`config.mk`:
```
export PLATFORM = sky130hd
export DESIGN_NAME = hdmi_cfg_sequencer
export DESIGN_NICKNAME = d
export VERILOG_FILES = /design/src/rtl/hdmi_cfg_pkg.sv /design/src/rtl/hpd_debounce.sv /design/src/rtl/hdmi_cfg_sequencer.sv
export SDC_FILE = /design/constraint.sdc
export NUM_CORES = 1
export LEC_CHECK = 0
export CAP_MARGIN = 5
export CELL_PAD_IN_SITES_DETAIL_PLACEMENT = 1
export CELL_PAD_IN_SITES_GLOBAL_PLACEMENT = 1
export CORE_ASPECT_RATIO = 1.4
export CORE_MARGIN = 2
export CORE_UTILIZATION = 46
export CTS_BUF_LIST = sky130_fd_sc_hd__clkbuf_4
export DETAILED_ROUTE_END_ITERATION = 12
export PLACE_DENSITY = 0.91
export SYNTH_ARGS = -nofsm -noshare
export SYNTH_HDL_FRONTEND = slang
export SYNTH_SLANG_ARGS = --single-unit
```
`constraint.sdc`:
```
create_clock -name clk -period 3.8 [get_ports clk]
set_input_delay 0.76 -clock clk [delete_from_list [all_inputs] [get_ports clk]]
set_output_delay 0.76 -clock clk [all_outputs]
set_load 0.005 [all_outputs]
```
`src/rtl/hdmi_cfg_pkg.sv`:
```
// rtl/hdmi_cfg_pkg.sv - shared types and defaults for the ADV7511 configuration sequencer
package hdmi_cfg_pkg;

    typedef enum logic [3:0] {
        ST_IDLE     = 4'd0,
        ST_WAIT_PWR = 4'd1,
        ST_FETCH    = 4'd2,
        ST_REQ      = 4'd3,
        ST_WAIT_ACK = 4'd4,
        ST_NEXT     = 4'd5,
        ST_RETRY    = 4'd6,
        ST_DONE     = 4'd7,
        ST_FAIL     = 4'd8
    } state_e;

    // A LUT entry with this device address terminates the table early.
    localparam logic [7:0] END_MARKER = 8'hFF;

    localparam int DEF_IDX_W        = 10;
    localparam int DEF_LUT_LEN      = 64;
    localparam int DEF_PWR_WAIT     = 20_000_000;
    localparam int DEF_XFER_TIMEOUT = 1_000_000;
    localparam int DEF_RETRY_MAX    = 3;
    localparam int DEF_DEBOUNCE     = 1_000_000;

endpackage

```
`src/rtl/hpd_debounce.sv`:
```
// rtl/hpd_debounce.sv - hot-plug detect synchroniser and debouncer
// Ports: clk, rst_n (async active-low), hpd (asynchronous pin),
//        hpd_rise / hpd_fall (1-cycle pulses when the debounced level changes).
module hpd_debounce
    import hdmi_cfg_pkg::*;
#(
    parameter int DEBOUNCE = DEF_DEBOUNCE
) (
    input  logic clk,
    input  logic rst_n,
    input  logic hpd,
    output logic hpd_rise,
    output logic hpd_fall
);

    localparam int CNT_W = $clog2(DEBOUNCE + 1);
    localparam logic [CNT_W-1:0] CNT_LAST = CNT_W'(DEBOUNCE - 1);

    logic [1:0]       sync_q, sync_d;
    logic             db_q, db_d;
    logic             rise_q, rise_d;
    logic             fall_q, fall_d;
    logic [CNT_W-1:0] cnt_q, cnt_d;

    // The counter runs only while the synchronised pin disagrees with the
    // accepted level; any agreeing sample restarts the stability window.
    always_comb begin
        sync_d = {sync_q[0], hpd};
        db_d   = db_q;
        cnt_d  = '0;
        rise_d = 1'b0;
        fall_d = 1'b0;
        if (sync_q[1] != db_q) begin
            if (cnt_q == CNT_LAST) begin
                db_d   = sync_q[1];
                rise_d = sync_q[1];
                fall_d = ~sync_q[1];
            end else begin
                cnt_d = cnt_q + CNT_W'(1);
            end
        end
    end

    always_ff @(posedge clk or negedge rst_n) begin
        if (!rst_n) begin
            sync_q <= '0;
            db_q   <= 1'b0;
            rise_q <= 1'b0;
            fall_q <= 1'b0;
            cnt_q  <= '0;
        end else begin
            sync_q <= sync_d;
            db_q   <= db_d;
            rise_q <= rise_d;
            fall_q <= fall_d;
            cnt_q  <= cnt_d;
        end
    end

    assign hpd_rise = rise_q;
    assign hpd_fall = fall_q;

endmodule

```
`src/rtl/hdmi_cfg_sequencer.sv`:
```
// rtl/hdmi_cfg_sequencer.sv - walks the ADV7511 register LUT issuing I2C writes
// Ports: clk, rst_n, start, hpd; lut_index out / lut_* entry in;
//        i2c_req + i2c_* fields out, i2c_ack / i2c_err in;
//        busy, done, error, err_index status out.
module hdmi_cfg_sequencer
    import hdmi_cfg_pkg::*;
#(
    parameter int IDX_W        = DEF_IDX_W,
    parameter int LUT_LEN      = DEF_LUT_LEN,
    parameter int PWR_WAIT     = DEF_PWR_WAIT,
    parameter int XFER_TIMEOUT = DEF_XFER_TIMEOUT,
    parameter int RETRY_MAX    = DEF_RETRY_MAX,
    parameter int DEBOUNCE     = DEF_DEBOUNCE
) (
    input  logic             clk,
    input  logic             rst_n,
    input  logic             start,
    input  logic             hpd,
    output logic [IDX_W-1:0] lut_index,
    input  logic [7:0]       lut_dev_addr,
    input  logic [15:0]      lut_reg_addr,
    input  logic [7:0]       lut_reg_data,
    output logic             i2c_req,
    output logic [7:0]       i2c_dev_addr,
    output logic [15:0]      i2c_reg_addr,
    output logic [7:0]       i2c_reg_data,
    input  logic             i2c_ack,
    input  logic             i2c_err,
    output logic             busy,
    output logic             done,
    output logic             error,
    output logic [IDX_W-1:0] err_index
);

    // One timer serves both the power-up wait and the per-transfer timeout.
    localparam int TMR_W = $clog2((PWR_WAIT > XFER_TIMEOUT ? PWR_WAIT : XFER_TIMEOUT) + 1);
    localparam int RTY_W = $clog2(RETRY_MAX + 1);
    localparam logic [TMR_W-1:0] PWR_LAST = TMR_W'(PWR_WAIT - 1);
    localparam logic [TMR_W-1:0] TMO_LAST = TMR_W'(XFER_TIMEOUT - 1);
    localparam logic [RTY_W-1:0] RTY_LIM  = RTY_W'(RETRY_MAX);
    localparam logic [IDX_W-1:0] IDX_END  = IDX_W'(LUT_LEN);

    logic hpd_rise, hpd_fall;

    hpd_debounce #(.DEBOUNCE(DEBOUNCE)) u_hpd_debounce (
        .clk     (clk),
        .rst_n   (rst_n),
        .hpd     (hpd),
        .hpd_rise(hpd_rise),
        .hpd_fall(hpd_fall)
    );

    state_e           state_q, state_d;
    logic [TMR_W-1:0] tmr_q, tmr_d;
    logic [RTY_W-1:0] rty_q, rty_d;
    logic [IDX_W-1:0] idx_q, idx_d;
    logic [IDX_W-1:0] err_idx_q, err_idx_d;
    logic [7:0]       dev_q, dev_d;
    logic [15:0]      reg_q, reg_d;
    logic [7:0]       dat_q, dat_d;
    logic             req_q, req_d;
    logic             busy_q, busy_d;
    logic             done_q, done_d;
    logic             error_q, error_d;
    logic             abort_q, abort_d;
    logic             abort_now, run_now, idle_now;

    // A hot-unplug seen while busy is remembered until the FSM reaches a
    // point where it can drop out without cutting a handshake short.
    assign abort_now = abort_q | (hpd_fall & busy_q);

    always_comb begin
        state_d   = state_q;
        tmr_d     = tmr_q;
        rty_d     = rty_q;
        idx_d     = idx_q;
        err_idx_d = err_idx_q;
        dev_d     = dev_q;
        reg_d     = reg_q;
        dat_d     = dat_q;
        req_d     = req_q;
        busy_d    = busy_q;
        done_d    = done_q;
        error_d   = error_q;
        abort_d   = abort_now;
        run_now   = 1'b0;
        idle_now  = 1'b0;

        case (state_q)
            ST_IDLE, ST_DONE, ST_FAIL: begin
                run_now = start | hpd_rise;
            end
            ST_WAIT_PWR: begin
                if (abort_now) begin
                    idle_now = 1'b1;
                end else if (tmr_q == PWR_LAST) begin
                    tmr_d   = '0;
                    idx_d   = '0;
                    state_d = ST_FETCH;
                end else begin
                    tmr_d = tmr_q + TMR_W'(1);
                end
            end
            ST_FETCH: begin
                if (abort_now) begin
                    idle_now = 1'b1;
                end else begin
                    dev_d = lut_dev_addr;
                    reg_d = lut_reg_addr;
                    dat_d = lut_reg_data;
                    if (lut_dev_addr == END_MARKER) begin
                        busy_d  = 1'b0;
                        done_d  = 1'b1;
                        state_d = ST_DONE;
                    end else begin
                        state_d = ST_REQ;
                    end
                end
            end
            ST_REQ: begin
                if (abort_now) begin
                    idle_now = 1'b1;
                end else begin
                    req_d   = 1'b1;
                    tmr_d   = '0;
                    state_d = ST_WAIT_ACK;
                end
            end
            ST_WAIT_ACK: begin
                // err has priority so a simultaneous ack+err is retried.
                if (i2c_err || (!i2c_ack && tmr_q == TMO_LAST)) begin
                    req_d   = 1'b0;
                    state_d = ST_RETRY;
                    idle_now = abort_now;
                end else if (i2c_ack) begin
                    req_d   = 1'b0;
                    state_d = ST_NEXT;
                    idle_now = abort_now;
                end else begin
                    tmr_d = tmr_q + TMR_W'(1);
                end
            end
            ST_NEXT: begin
                if (abort_now) begin
                    idle_now = 1'b1;
                end else begin
                    idx_d = idx_q + IDX_W'(1);
                    rty_d = '0;
                    if (idx_q + IDX_W'(1) == IDX_END) begin
                        busy_d  = 1'b0;
                        done_d  = 1'b1;
                        state_d = ST_DONE;
                    end else begin
                        state_d = ST_FETCH;
                    end
                end
            end
            ST_RETRY: begin
                if (abort_now) begin
                    idle_now = 1'b1;
                end else if (rty_q < RTY_LIM) begin
                    rty_d   = rty_q + RTY_W'(1);
                    state_d = ST_REQ;
                end else begin
                    err_idx_d = idx_q;
                    error_d   = 1'b1;
                    busy_d    = 1'b0;
                    state_d   = ST_FAIL;
                end
            end
            default: begin
                idle_now = 1'b1;
            end
        endcase

        if (idle_now) begin
            state_d = ST_IDLE;
            busy_d  = 1'b0;
            done_d  = 1'b0;
            error_d = 1'b0;
            abort_d = 1'b0;
        end
        if (run_now) begin
            state_d   = ST_WAIT_PWR;
            tmr_d     = '0;
            rty_d     = '0;
            idx_d     = '0;
            err_idx_d = '0;
            busy_d    = 1'b1;
            done_d    = 1'b0;
            error_d   = 1'b0;
            abort_d   = 1'b0;
        end
    end

    always_ff @(posedge clk or negedge rst_n) begin
        if (!rst_n) begin
            state_q   <= ST_IDLE;
            tmr_q     <= '0;
            rty_q     <= '0;
            idx_q     <= '0;
            err_idx_q <= '0;
            dev_q     <= '0;
            reg_q     <= '0;
            dat_q     <= '0;
            req_q     <= 1'b0;
            busy_q    <= 1'b0;
            done_q    <= 1'b0;
            error_q   <= 1'b0;
            abort_q   <= 1'b0;
        end else begin
            state_q   <= state_d;
            tmr_q     <= tmr_d;
            rty_q     <= rty_d;
            idx_q     <= idx_d;
            err_idx_q <= err_idx_d;
            dev_q     <= dev_d;
            reg_q     <= reg_d;
            dat_q     <= dat_d;
            req_q     <= req_d;
            busy_q    <= busy_d;
            done_q    <= done_d;
            error_q   <= error_d;
            abort_q   <= abort_d;
        end
    end

    assign lut_index    = idx_q;
    assign i2c_req      = req_q;
    assign i2c_dev_addr = dev_q;
    assign i2c_reg_addr = reg_q;
    assign i2c_reg_data = dat_q;
    assign busy         = busy_q;
    assign done         = done_q;
    assign error        = error_q;
    assign err_index    = err_idx_q;

endmodule

```
==> results.sh <==
export IMPL_vias=4875
export IMPL_final_cell_mix="dfrtp_1 (113), clkdlybuf4s50_1 (92), nor2_1 (81)"
export IMPL_tightest_slew_ns=0.7861
export IMPL_r2r_slack_ns=0.52
export IMPL_cts_buffers=17
export IMPL_grt_pass1_vias=5344
export IMPL_synth_seq_cells=113
export IMPL_dpl_cell_area_mm2=0.006634
export IMPL_critPathCaptureType="flop"
export IMPL_synthesis_area_mm2=0.005590
export IMPL_leakagePower_uw=0.002934
export IMPL_fin_skew_ns=0.01856
export IMPL_hold_path_class="in2async"
export IMPL_core_area_mm2=0.01182
export IMPL_status="finished, final reports clean"
export IMPL_synth_cell_types=58
export IMPL_clkPwrFrac_pct=21.7
export IMPL_post_cts_resized=0
export IMPL_p_sw_uw=1636
export IMPL_timing_rr_end="tmr_q[17]"
export IMPL_wirelength_mm=17.18
export IMPL_synthArstFlopShare_pct=100.0
export IMPL_period_minus_slack_ns=3.275
export IMPL_grt_overflow_total=0
export IMPL_drv_cap=0
export IMPL_design_area_mm2=0.006942
export IMPL_postCtsSetupBuffers=0
export IMPL_swShare_pct=36.08
export IMPL_crit_arrival_ns=3.69
export IMPL_synth_nets=598
export IMPL_crit_chain="or2_2 > nor2_1 > o22a_1 > a221oi_2 > buf_12 > or2_1 > o41ai_1"
export IMPL_cp_slowest_cell="o22a_1"
export IMPL_ir_worst_vdd_mv=0.3743
export IMPL_clock_latency_ns=0.56
export IMPL_area_growth_pct=24.17
export IMPL_pin_count=94
export IMPL_syn_avg_cell_area_um2=10.05
export IMPL_htreeDepth=4
export IMPL_cts_hold_buffers_added=0
export IMPL_fmax_mhz=305.3
export IMPL_cp_max_fo=30
export IMPL_worstSetupPathType="reg2reg"
export IMPL_drv_slew=0
export IMPL_antenna_found_initial=1
export IMPL_ff2ff_path_depth=7
export IMPL_rsz0062_at_grt="false"
export IMPL_fill_cells=1289
export IMPL_final_common_cell="dfrtp_1"
export IMPL_final_util_pct=58.73
export IMPL_grt_max_degree=61
export IMPL_rows=47
export IMPL_place_congestion=0.8841
export IMPL_cts_sinks=113
export IMPL_initial_core_util_pct=47.30
export IMPL_cts_root_buf="clkbuf_4"
export IMPL_drive_gt1_share_pct=11.63
export IMPL_wire_per_inst_um=21.20
export IMPL_dp_hpwl_mm=11.98
export IMPL_worstReg2RegStart="state_q[1]"
export IMPL_vias_per_cell=6.019
export IMPL_clk_pin_slew_ns=0.11
export IMPL_pwr_share_seq_pct=37.6
export IMPL_clk_path_buf_depth=2
export IMPL_drt_first_pass_iters=5
export IMPL_syn_inst=556
export IMPL_finalSetupViolations=0
export IMPL_slew_headroom_pct=47.59
export IMPL_tritoncts="yes"
export IMPL_synth_edf_count=0
export IMPL_finalNetCount=691
export IMPL_die_y_um=134.4
export IMPL_setup_tns_ns=0
export IMPL_holdWs_ns=0.2354
export IMPL_cp_depth=7
export IMPL_drcViolationCount=0
export IMPL_dr_first_iter_drc_count=174
export IMPL_ys_seq_area_share_pct=50.58
export IMPL_die_w_um=97.17
export IMPL_cp_buffers_inverters=1
export IMPL_synth_flop_cell="dfrtp_1"
export IMPL_grt_pass1_wl_mm=28.06
export IMPL_pwr_density_cell_mw_per_mm2=653.0
export IMPL_p_int_uw=2898
export IMPL_critPathLaunchType="flop"
export IMPL_max_stage_delay_ns=0.72
export IMPL_portBuffers=93
export IMPL_cp_top_family="compound AO/OA/AOI/OAI gates"
export IMPL_grt_usage_pct=27.40
export IMPL_combinationalPowerShare_pct=40.7
export IMPL_drtAntennaViolNets=0
export IMPL_critPathRequiredTime_ns=4.22
export IMPL_min_period_over_period_pct=86.19
export IMPL_hold_viol_final=0
export IMPL_die_area_mm2=0.01306
export IMPL_yosysWarnings=0
[synthesized netlist by cell type (3+ instances only)]
master	instances	area share, %
dfrtp_1	113	51
nor2_1	81	5.4
nand2_1	37	2.5
o21ai_0	34	3.0
mux2_2	33	6.6
nand3_1	25	2.2
nand4_1	16	1.8
o31ai_1	16	2.1
mux2i_1	14	2.5
xnor2_1	14	2.2
a21oi_1	13	1.2
inv_1	13	0.87
xor2_1	13	2.0
o21ai_1	12	1.1
clkbuf_1	11	0.74
nor3_1	11	0.98
and3_1	10	1.1
nor4_1	9	1.0
nor2b_1	7	0.78
and4_1	4	0.63
buf_1	4	0.27
buf_6	4	0.81
ha_1	4	0.90
nand2b_1	4	0.45
a211o_1	3	0.47
and2_1	3	0.34
nor4b_1	3	0.47
o41ai_1	3	0.47
[worst reg2reg max path: stages (launching register included)]
cell and delay (ns):
dfrtp_1 0.53, or2_2 0.39, nor2_1 0.27, o22a_1 0.72, a221oi_2 0.11, buf_12 0.21, or2_1 0.48, o41ai_1 0.45
[kinds of logic after synthesis]
family / count (synthesis) / synth area share (%)
and+or+nand+nor: 227 / 20.30
DFF: 113 / 50.58
AOI/OAI and AO/OA: 100 / 11.35
muxes: 48 / 9.422
buffers and inverters: 37 / 3.223
xor gates and xnor gates: 27 / 4.230
adders and majority gates: 4 / 0.8953
[stage by stage]
stage          setup slack, ns  cells  power (µW)
3_3_place_gp            0.5480    777        3338
4_1_cts                 0.5373    809        4548
6_report                0.5249    810        4533
2_1_floorplan            1.445    556        2706
5_1_grt                 0.2580    810        4766
3_5_place_dp            0.4194    777        3524
[state kept, by name (all words and copies together), names as in the netlist, 2 cells and up]
| register | count |
|---|---|
| u_hpd_debounce.cnt_q | 20 |
| i2c_dev_addr | 8 |
| i2c_reg_addr | 16 |
| err_index | 10 |
| tmr_q | 25 |
| state_q | 4 |
| u_hpd_debounce.sync_q | 2 |
| rty_q | 2 |
| i2c_reg_data | 8 |
| lut_index | 10 |
[how the worst max path moves through the flow]
stage,endpoint,from
detailed placement,tmr_q[17],i2c_ack
floorplan,state_q[2],tmr_q[12]
finish,tmr_q[17],state_q[1]
global placement,tmr_q[12],i2c_ack
CTS,tmr_q[17],state_q[1]
global route,tmr_q[17],state_q[1]
[routing by layer]
metal	global-route usage, %	vias up	routed length, µm	share of wire [%]
li1	-	2181	-	-
met1	30.06	2466	6247	36
met2	49.38	174	9489	55
met3	6.253	54	796	4.6
met4	14.08	0	642	3.7
met5	0	-	0	0
[area by class of cell]
class	instances	area [µm²]	share of cell area (%)
Sequential cell	113	2828	40.74
Clock inverter	14	170.2	2.451
Antenna cell	1	2.502	0.03605
Clock buffer	18	135.1	1.947
Tap cell	147	183.9	2.650
Multi-Input combinational cell	406	2582	37.20
Inverter	13	48.80	0.7030
Timing Repair Buffer	98	991.0	14.28
[power by group through the flow]
stage | Clock [µW] | Sequential, µW | Combinational, µW
floorplan | 0 | 1650 | 1060
CTS | 1000 | 1700 | 1850
finish | 984 | 1710 | 1840
global placement | 0 | 1660 | 1680
global route | 1050 | 1740 | 1980
detailed placement | 0 | 1710 | 1810
(Power assumes the default switching activity.)
